$ cat src/rtl/prefetch_sequencer.sv
// Instruction prefetch controller: fetches code words over the memory bus into a
// byte queue and drives the IP register controls so IP follows the queue head.
module prefetch_sequencer #(
    parameter int DEPTH = 6
) (
    input  logic        clk,
    input  logic        reset,
    input  logic [15:0] cs,
    input  logic        load_new_ip,
    input  logic [15:0] new_ip,
    input  logic        q_pop,
    output logic [7:0]  q_byte,
    output logic        q_valid,
    output logic        ip_inc,
    output logic        ip_wr_en,
    output logic [15:0] ip_wr_val,
    output logic        mem_access,
    output logic [18:0] mem_address,
    input  logic        mem_ack,
    input  logic [15:0] mem_data
);
    localparam int PW = $clog2(DEPTH);
    localparam int CW = $clog2(DEPTH + 1);

    typedef enum logic [1:0] {
        S_IDLE  = 2'd0,
        S_FETCH = 2'd1,
        S_ABORT = 2'd2
    } state_t;

    state_t          state_q, state_d;
    logic [15:0]     fetch_ip_q, fetch_ip_d;
    logic            mem_access_q, mem_access_d;
    logic [18:0]     mem_address_q, mem_address_d;
    logic [7:0]      queue_q [DEPTH];
    logic [7:0]      queue_d [DEPTH];
    logic [PW-1:0]   head_q, head_d;
    logic [PW-1:0]   tail_q, tail_d;
    logic [CW-1:0]   count_q, count_d;

    logic            pop_ok;
    logic            ack_push;
    logic            space_ok;
    logic [CW-1:0]   free_bytes;
    logic [CW-1:0]   need_bytes;
    logic [CW-1:0]   n_push;
    logic [19:0]     phys_addr;
    logic [PW-1:0]   tail_p1;

    function automatic logic [PW-1:0] ptr_inc(input logic [PW-1:0] p);
        return (p == PW'(DEPTH - 1)) ? '0 : p + PW'(1);
    endfunction

    assign q_valid     = (count_q != '0);
    assign q_byte      = queue_q[head_q];
    assign ip_inc      = q_pop & q_valid & ~load_new_ip;
    assign ip_wr_en    = load_new_ip;
    assign ip_wr_val   = new_ip;
    assign mem_access  = mem_access_q;
    assign mem_address = mem_address_q;

    assign pop_ok     = q_pop & q_valid & ~load_new_ip;
    assign free_bytes = CW'(DEPTH) - count_q;
    // An odd fetch_ip only consumes the high byte of the word, so one slot suffices.
    assign need_bytes = fetch_ip_q[0] ? CW'(1) : CW'(2);
    assign space_ok   = (free_bytes >= need_bytes);
    assign phys_addr  = {cs, 4'h0} + {4'h0, fetch_ip_q};
    assign ack_push   = (state_q == S_FETCH) & mem_ack & ~load_new_ip;
    assign tail_p1    = ptr_inc(tail_q);

    always_comb begin
        state_d       = state_q;
        fetch_ip_d    = fetch_ip_q;
        mem_access_d  = mem_access_q;
        mem_address_d = mem_address_q;
        head_d        = head_q;
        tail_d        = tail_q;
        n_push        = '0;
        for (int i = 0; i < DEPTH; i++) begin
            queue_d[i] = queue_q[i];
        end

        case (state_q)
            S_IDLE: begin
                if (!load_new_ip && space_ok) begin
                    state_d       = S_FETCH;
                    mem_access_d  = 1'b1;
                    mem_address_d = phys_addr[19:1];
                end
            end
            S_FETCH: begin
                if (mem_ack) begin
                    state_d      = S_IDLE;
                    mem_access_d = 1'b0;
                end else if (load_new_ip) begin
                    // The bus cycle must still complete; its data will be dropped.
                    state_d = S_ABORT;
                end
            end
            S_ABORT: begin
                if (mem_ack) begin
                    state_d      = S_IDLE;
                    mem_access_d = 1'b0;
                end
            end
            default: begin
                state_d      = S_IDLE;
                mem_access_d = 1'b0;
            end
        endcase

        if (ack_push) begin
            if (fetch_ip_q[0]) begin
                queue_d[tail_q] = mem_data[15:8];
                tail_d          = tail_p1;
                fetch_ip_d      = fetch_ip_q + 16'd1;
                n_push          = CW'(1);
            end else begin
                queue_d[tail_q]  = mem_data[7:0];
                queue_d[tail_p1] = mem_data[15:8];
                tail_d           = ptr_inc(tail_p1);
                fetch_ip_d       = fetch_ip_q + 16'd2;
                n_push           = CW'(2);
            end
        end

        if (pop_ok) begin
            head_d = ptr_inc(head_q);
        end

        count_d = count_q + n_push - CW'(pop_ok);

        if (load_new_ip) begin
            fetch_ip_d = new_ip;
            head_d     = '0;
            tail_d     = '0;
            count_d    = '0;
        end
    end

    always_ff @(posedge clk or posedge reset) begin
        if (reset) begin
            state_q       <= S_IDLE;
            fetch_ip_q    <= '0;
            mem_access_q  <= 1'b0;
            mem_address_q <= '0;
            head_q        <= '0;
            tail_q        <= '0;
            count_q       <= '0;
            for (int i = 0; i < DEPTH; i++) begin
                queue_q[i] <= '0;
            end
        end else begin
            state_q       <= state_d;
            fetch_ip_q    <= fetch_ip_d;
            mem_access_q  <= mem_access_d;
            mem_address_q <= mem_address_d;
            head_q        <= head_d;
            tail_q        <= tail_d;
            count_q       <= count_d;
            for (int i = 0; i < DEPTH; i++) begin
                queue_q[i] <= queue_d[i];
            end
        end
    end
endmodule

$ cat config.mk
export PLATFORM = sky130hd
export DESIGN_NAME = prefetch_sequencer
export DESIGN_NICKNAME = d
export VERILOG_FILES = /design/src/rtl/prefetch_sequencer.sv
export SDC_FILE = /design/constraint.sdc
export NUM_CORES = 1
export LEC_CHECK = 0
export BUFFER_PORTS_ARGS = -buffer_cell sky130_fd_sc_hd__buf_2
export CORE_UTILIZATION = 35
export DETAILED_ROUTE_END_ITERATION = 16
export PLACE_DENSITY = 0.61
export SYNTH_ARGS = -nofsm -noshare
export SYNTH_HDL_FRONTEND = slang
export SYNTH_SLANG_ARGS = --single-unit
$ cat constraint.sdc
create_clock -name clk -period 4.15 [get_ports clk]
set_input_delay 0.83 -clock clk [delete_from_list [all_inputs] [get_ports clk]]
set_output_delay 0.83 -clock clk [all_outputs]
set_load 0.05 [all_outputs]
======== Word level (Yosys, flattened, before mapping) ========
Cells that the tools add are included.
storage, ports and cells
  flip-flop bits (word level) ............. 95
  input port bits ......................... 53
  output and inout bits ................... 47
  logic and storage cells ................. 90
operators by class
  $add $sub $neg .......................... 9
  $lt $le $gt $ge ......................... 6
  eq/ne operators ......................... 9
  mux-type cells .......................... 33
  bitwise gates (word level) .............. 8
  reductions and logical operators ........ 12
operators by type and width
  operator                                                                      number
  48-bit bitwise mux                                                            3
  8-bit demux with 3-bit select                                                 2
  16-bit two-way mux                                                            3
  48-bit two-way mux                                                            1
  8-bit two-way mux                                                             4
  3-bit two-way mux                                                             9
  8-bit binary-select mux with 3-bit select                                     1
  20-bit by 16-bit adder with 20-bit output                                     1
  16-bit by 1-bit adder with 16-bit output, second input constant               1
  16-bit by 2-bit adder with 16-bit output, second input constant               1
  4-bit >= comparator, second input constant                                    3
  2-bit two-way mux                                                             6
  3-bit NOT with 4-bit output                                                   3
  3-bit by 1-bit adder with 3-bit output, second input constant                 3
  3-bit == test, second input constant                                          3
  4-bit by 1-bit less-than comparator with 1-bit output, second input constant  2
  2-bit case mux with 3 select lines                                            1
  1-bit bitwise AND                                                             4
  2-bit inequality test, second input constant                                  2
  2-bit AND reduction                                                           2
  2-bit nonzero test                                                            2
  3-bit adder                                                                   1
  3-bit >= comparator                                                           1
  1-bit logical AND                                                             3
  14 further kinds                                                              15

======== Longest topological paths before layout ========
  depth after elaboration ................. 9
  depth in mapped cells ................... 12
  depth with buffers taken out ............ 12

======== Worst setup path after synthesis ========
No wires, ideal clock.
  kind .................................... input to register
  from .................................... input port load_new_ip
  to ...................................... register count_q[2]
  library setup time ...................... 0.132 ns
  arrival ................................. 3.018 ns
  required time ........................... 4.018 ns
  slack ................................... 1.000 ns
  stages .................................. 10
  buffers on the path ..................... 2
  cell sequence ........................... buf_2 > clkbuf_1 > nor2_1 > ha_1 > inv_1 > ha_1 > inv_1 > fa_1 > xnor2_1 > nor2_1
between the ends
  elaborated cells on any way between the ends .. 7
  classes of those cells .................. 2 x add/sub; 2 x mux; 3 x bitwise
RTL lines
  element                                      RTL line  RTL
  start: declaration                           9         input logic load_new_ip,
  1-bit NOT                                    --
  1-bit bitwise AND                            --
  net ip_inc                                   14        output logic ip_inc,
  3-bit by 1-bit subtractor with 3-bit output  131       count_d = count_q + n_push - CW'(pop_ok);
  3-bit two-way mux                            133       if (load_new_ip) begin
  net count_d[2]                               39        logic [CW-1:0] count_q, count_d;
  end signal: assignment                       160       count_q <= count_d;
  end: declaration                             39
The timed path passes the listed nets, and every way through them passes these cells.
A chain may end at the register's enable or synchronous reset.

======== Worst setup path after layout ========
  from .................................... register head_q[0]
  to ...................................... output port q_byte[5]
between the ends
  longest elaborated chain between the ends .. 4
ends and longest elaborated chain
  element                                                RTL line  RTL
  start: declaration                                     37        logic [PW-1:0] head_q, head_d;
  start signal: assignment                               147       head_q <= '0;
  start signal: assignment                               158       head_q <= head_d;
  3-bit NOT with 4-bit output (not written as such)      55        assign q_byte = queue_q[head_q];
  8-bit binary-select mux with 3-bit select              55
  8-bit two-way mux (not written as such) (2 in series)  55
  end: declaration                                       12        output logic [7:0] q_byte,
Every way passes these cells. The select of a mux whose other input is x is not followed.

==> impl_metrics.toml <==
[run_status]
status = "completed"

[clocking]
cts-htree-levels = 3
cts-root-buf = "clkbuf_16"
path_clk_slew_ps = 70
cts_buffers = 9
clkLatencyLatePin_ps = 360
cts.sinks = 95
cts_resized = 0
cts_setup_buffers = 0
clockBufferDepth = 2
hold_buffers = 0
cts_tree = "yes"

[place]
gp_congestion = 0.8013
dp_cells = 825
hpwl_mm = 9.559
port_buffers = 99
pre_cts_ws_ps = 1281

[cells_and_area]
drive_above_1_share = 0.2374
diodes = 0
area_delta_synth_final_pct = 15.28
instances_no_fill = 841
final_cell_mix = "buf_2, dfrtp_1, nand2_1"
layout_commonest_cell = "buf_2"
nNetsFinal = 726

[critical_path]
critPathMaxFanout = 15
end_kind = "output pin"
crit_path_start_kind = "register"
arrival_ps = 2300
crit_type = "reg2out"
cp.required_ps = 3320

[logic_synthesis]
synth_seq_area_share = 0.4373
netlist_area_mm2 = 0.005436
synth_warnings = 0
ys_ff_latch = 95
syn-num-nets = 652
avgSynthCellArea_um2 = 9.471
yosysUniqueCellTypes = 50
synth_area_leaders = "dfrtp_1, o21ai_0, nand2_1"
synth_top_area_frac = 0.4373
synthFlopType = "dfrtp_1"
netlist_instances = 574
synth_edf_count = 0
synth_area_leader_cell = "dfrtp_1"
synthArstFlopShare = 1.000

[drt]
drt_first_iter_violations = 287
wire_per_inst_um = 15.84
drt_wl_total_mm = 13.32
drc = 0
vias_per_cell = 5.281
drtAntennaViolNets = 0
via_count = 4441
drt_pass1_iterations = 5

[die]
dieArea_mm2 = 0.01604
io_pins = 100
die_y_um = 126.6
die_w_um = 126.6
core.rowCount = 45
initial_core_util = 0.3576
coreArea_mm2 = 0.01520

[min_path]
min_path_type = "in2async"

[sta]
timing.fmax_ghz = 0.3200
relSlewSlack = 0.3135
skew_ps = 10.45
hold_viol = 0
fin_crit_ps = 3125
setup_ws_ps = 1025
slew_viol_final = 0
final-setup-viol-count = 0
post-route-period-util = 0.7531
tns_ps = 0
tightest_slew_ps = 1024
rsz0062_at_grt = "no"

[grt]
grt_use_total = 0.1747
antenna_found_initial = 0
grt_pass1_vias = 4322
grt_overflow = 0
grt_pass1_wl_mm = 21.97
grt_max_degree = 45

[power_and_ir_drop]
p_leak_uw = 0.002866
powerDensity_mw_per_mm2 = 647.5
vdd_drop_max_uv = 363.7
total_power_uw = 4058

[run]
cap_violations = 0
## power by group
part	internal (uW)	total [uW]	switching, uW
logic	600	1780	1180
registers	1230	1470	234
clock network	419	810	391
## layout make-up
| class | count | area (um2) |
|---|---|---|
| Clock buffer | 9 | 225.2 |
| Clock inverter | 7 | 61.31 |
| Fill cell | 1508 | 8935 |
| Inverter | 20 | 76.32 |
| Multi-Input combinational cell | 416 | 2744 |
| Sequential cell | 95 | 2377 |
| Tap cell | 188 | 235.2 |
| Timing Repair Buffer | 106 | 548.0 |
## synth_stat cells, types with 6 or more instances
cell type and count:
dfrtp_1 95, nand2_1 77, o21ai_0 58, a21oi_1 45, nor2_1 43, a22oi_1 32
ha_1 23, inv_1 20, buf_4 18, xor2_1 18, clkbuf_1 15, xnor2_1 14
mux2_2 13, a21o_1 9, buf_2 9, mux2i_1 8, mux4_2 8, o22ai_1 8
nand2b_1 6, nand4_1 6
## kinds of logic after synthesis
kind of cell | share of synthesized area
AOI/OAI and AO/OA | 0.1823
xor gates and xnor gates | 0.05155
adders and majority gates | 0.06030
buffers and inverters | 0.05800
DFF | 0.4373
muxes | 0.07480
and+or+nand+nor | 0.1358
## metrics by stage
step,util,instance area (um2),hold WS [ps]
detailed placement,0.3934,5981,467.7
finish,0.4123,6267,400.2
global route,0.4123,6267,415.4
global placement,0.3934,5981,457.7
CTS,0.4123,6267,399.1
floorplan,-,5436,445.2
## critical path: stages (launching register included)
cell and delay, ps:
dfrtp_1 920, mux4_2 600, inv_1 70, o22ai_1 90, buf_2 250
## worst paths after layout
path / slack [ps] / from / cells after the start / end
worst max-delay path: 1020 / head_q[0]$_DFFE_PP0P_ / 4 / q_byte[5]
worst min-delay path: 400 / reset / 2 / queue_q[38]$_DFFE_PP0P_
worst max register to register: 1460 / fetch_ip_q[0]$_DFFE_PP0P_ / 6 / mem_address[3]$_DFFE_PP0P_
worst min register to register: 480 / queue_q[12]$_DFFE_PP0P_ / 2 / queue_q[12]$_DFFE_PP0P_
max in group asynchronous: 2910 / reset / 3 / fetch_ip_q[0]$_DFFE_PP0P_
min in group clk: 480 / queue_q[12]$_DFFE_PP0P_ / 2 / queue_q[12]$_DFFE_PP0P_
## per-layer routing
| layer | global-route usage | up-vias | share of wire |
|---|---|---|---|
| met5 | 0 | - | 0 |
| met4 | 0.05670 | 0 | 0.013 |
| met3 | 0.03458 | 17 | 0.044 |
| met2 | 0.2896 | 129 | 0.49 |
| met1 | 0.2292 | 2141 | 0.45 |
| li1 | - | 2154 | - |
## registers in the layout, summed over array words and instances (netlist names)
| register | flops |
|---|---|
| count_q | 3 |
| fetch_ip_q | 16 |
| head_q | 3 |
| mem_access | 1 |
| mem_address | 19 |
| queue_q | 48 |
| state_q | 2 |
| tail_q | 3 |
(Power assumes the default switching activity.)
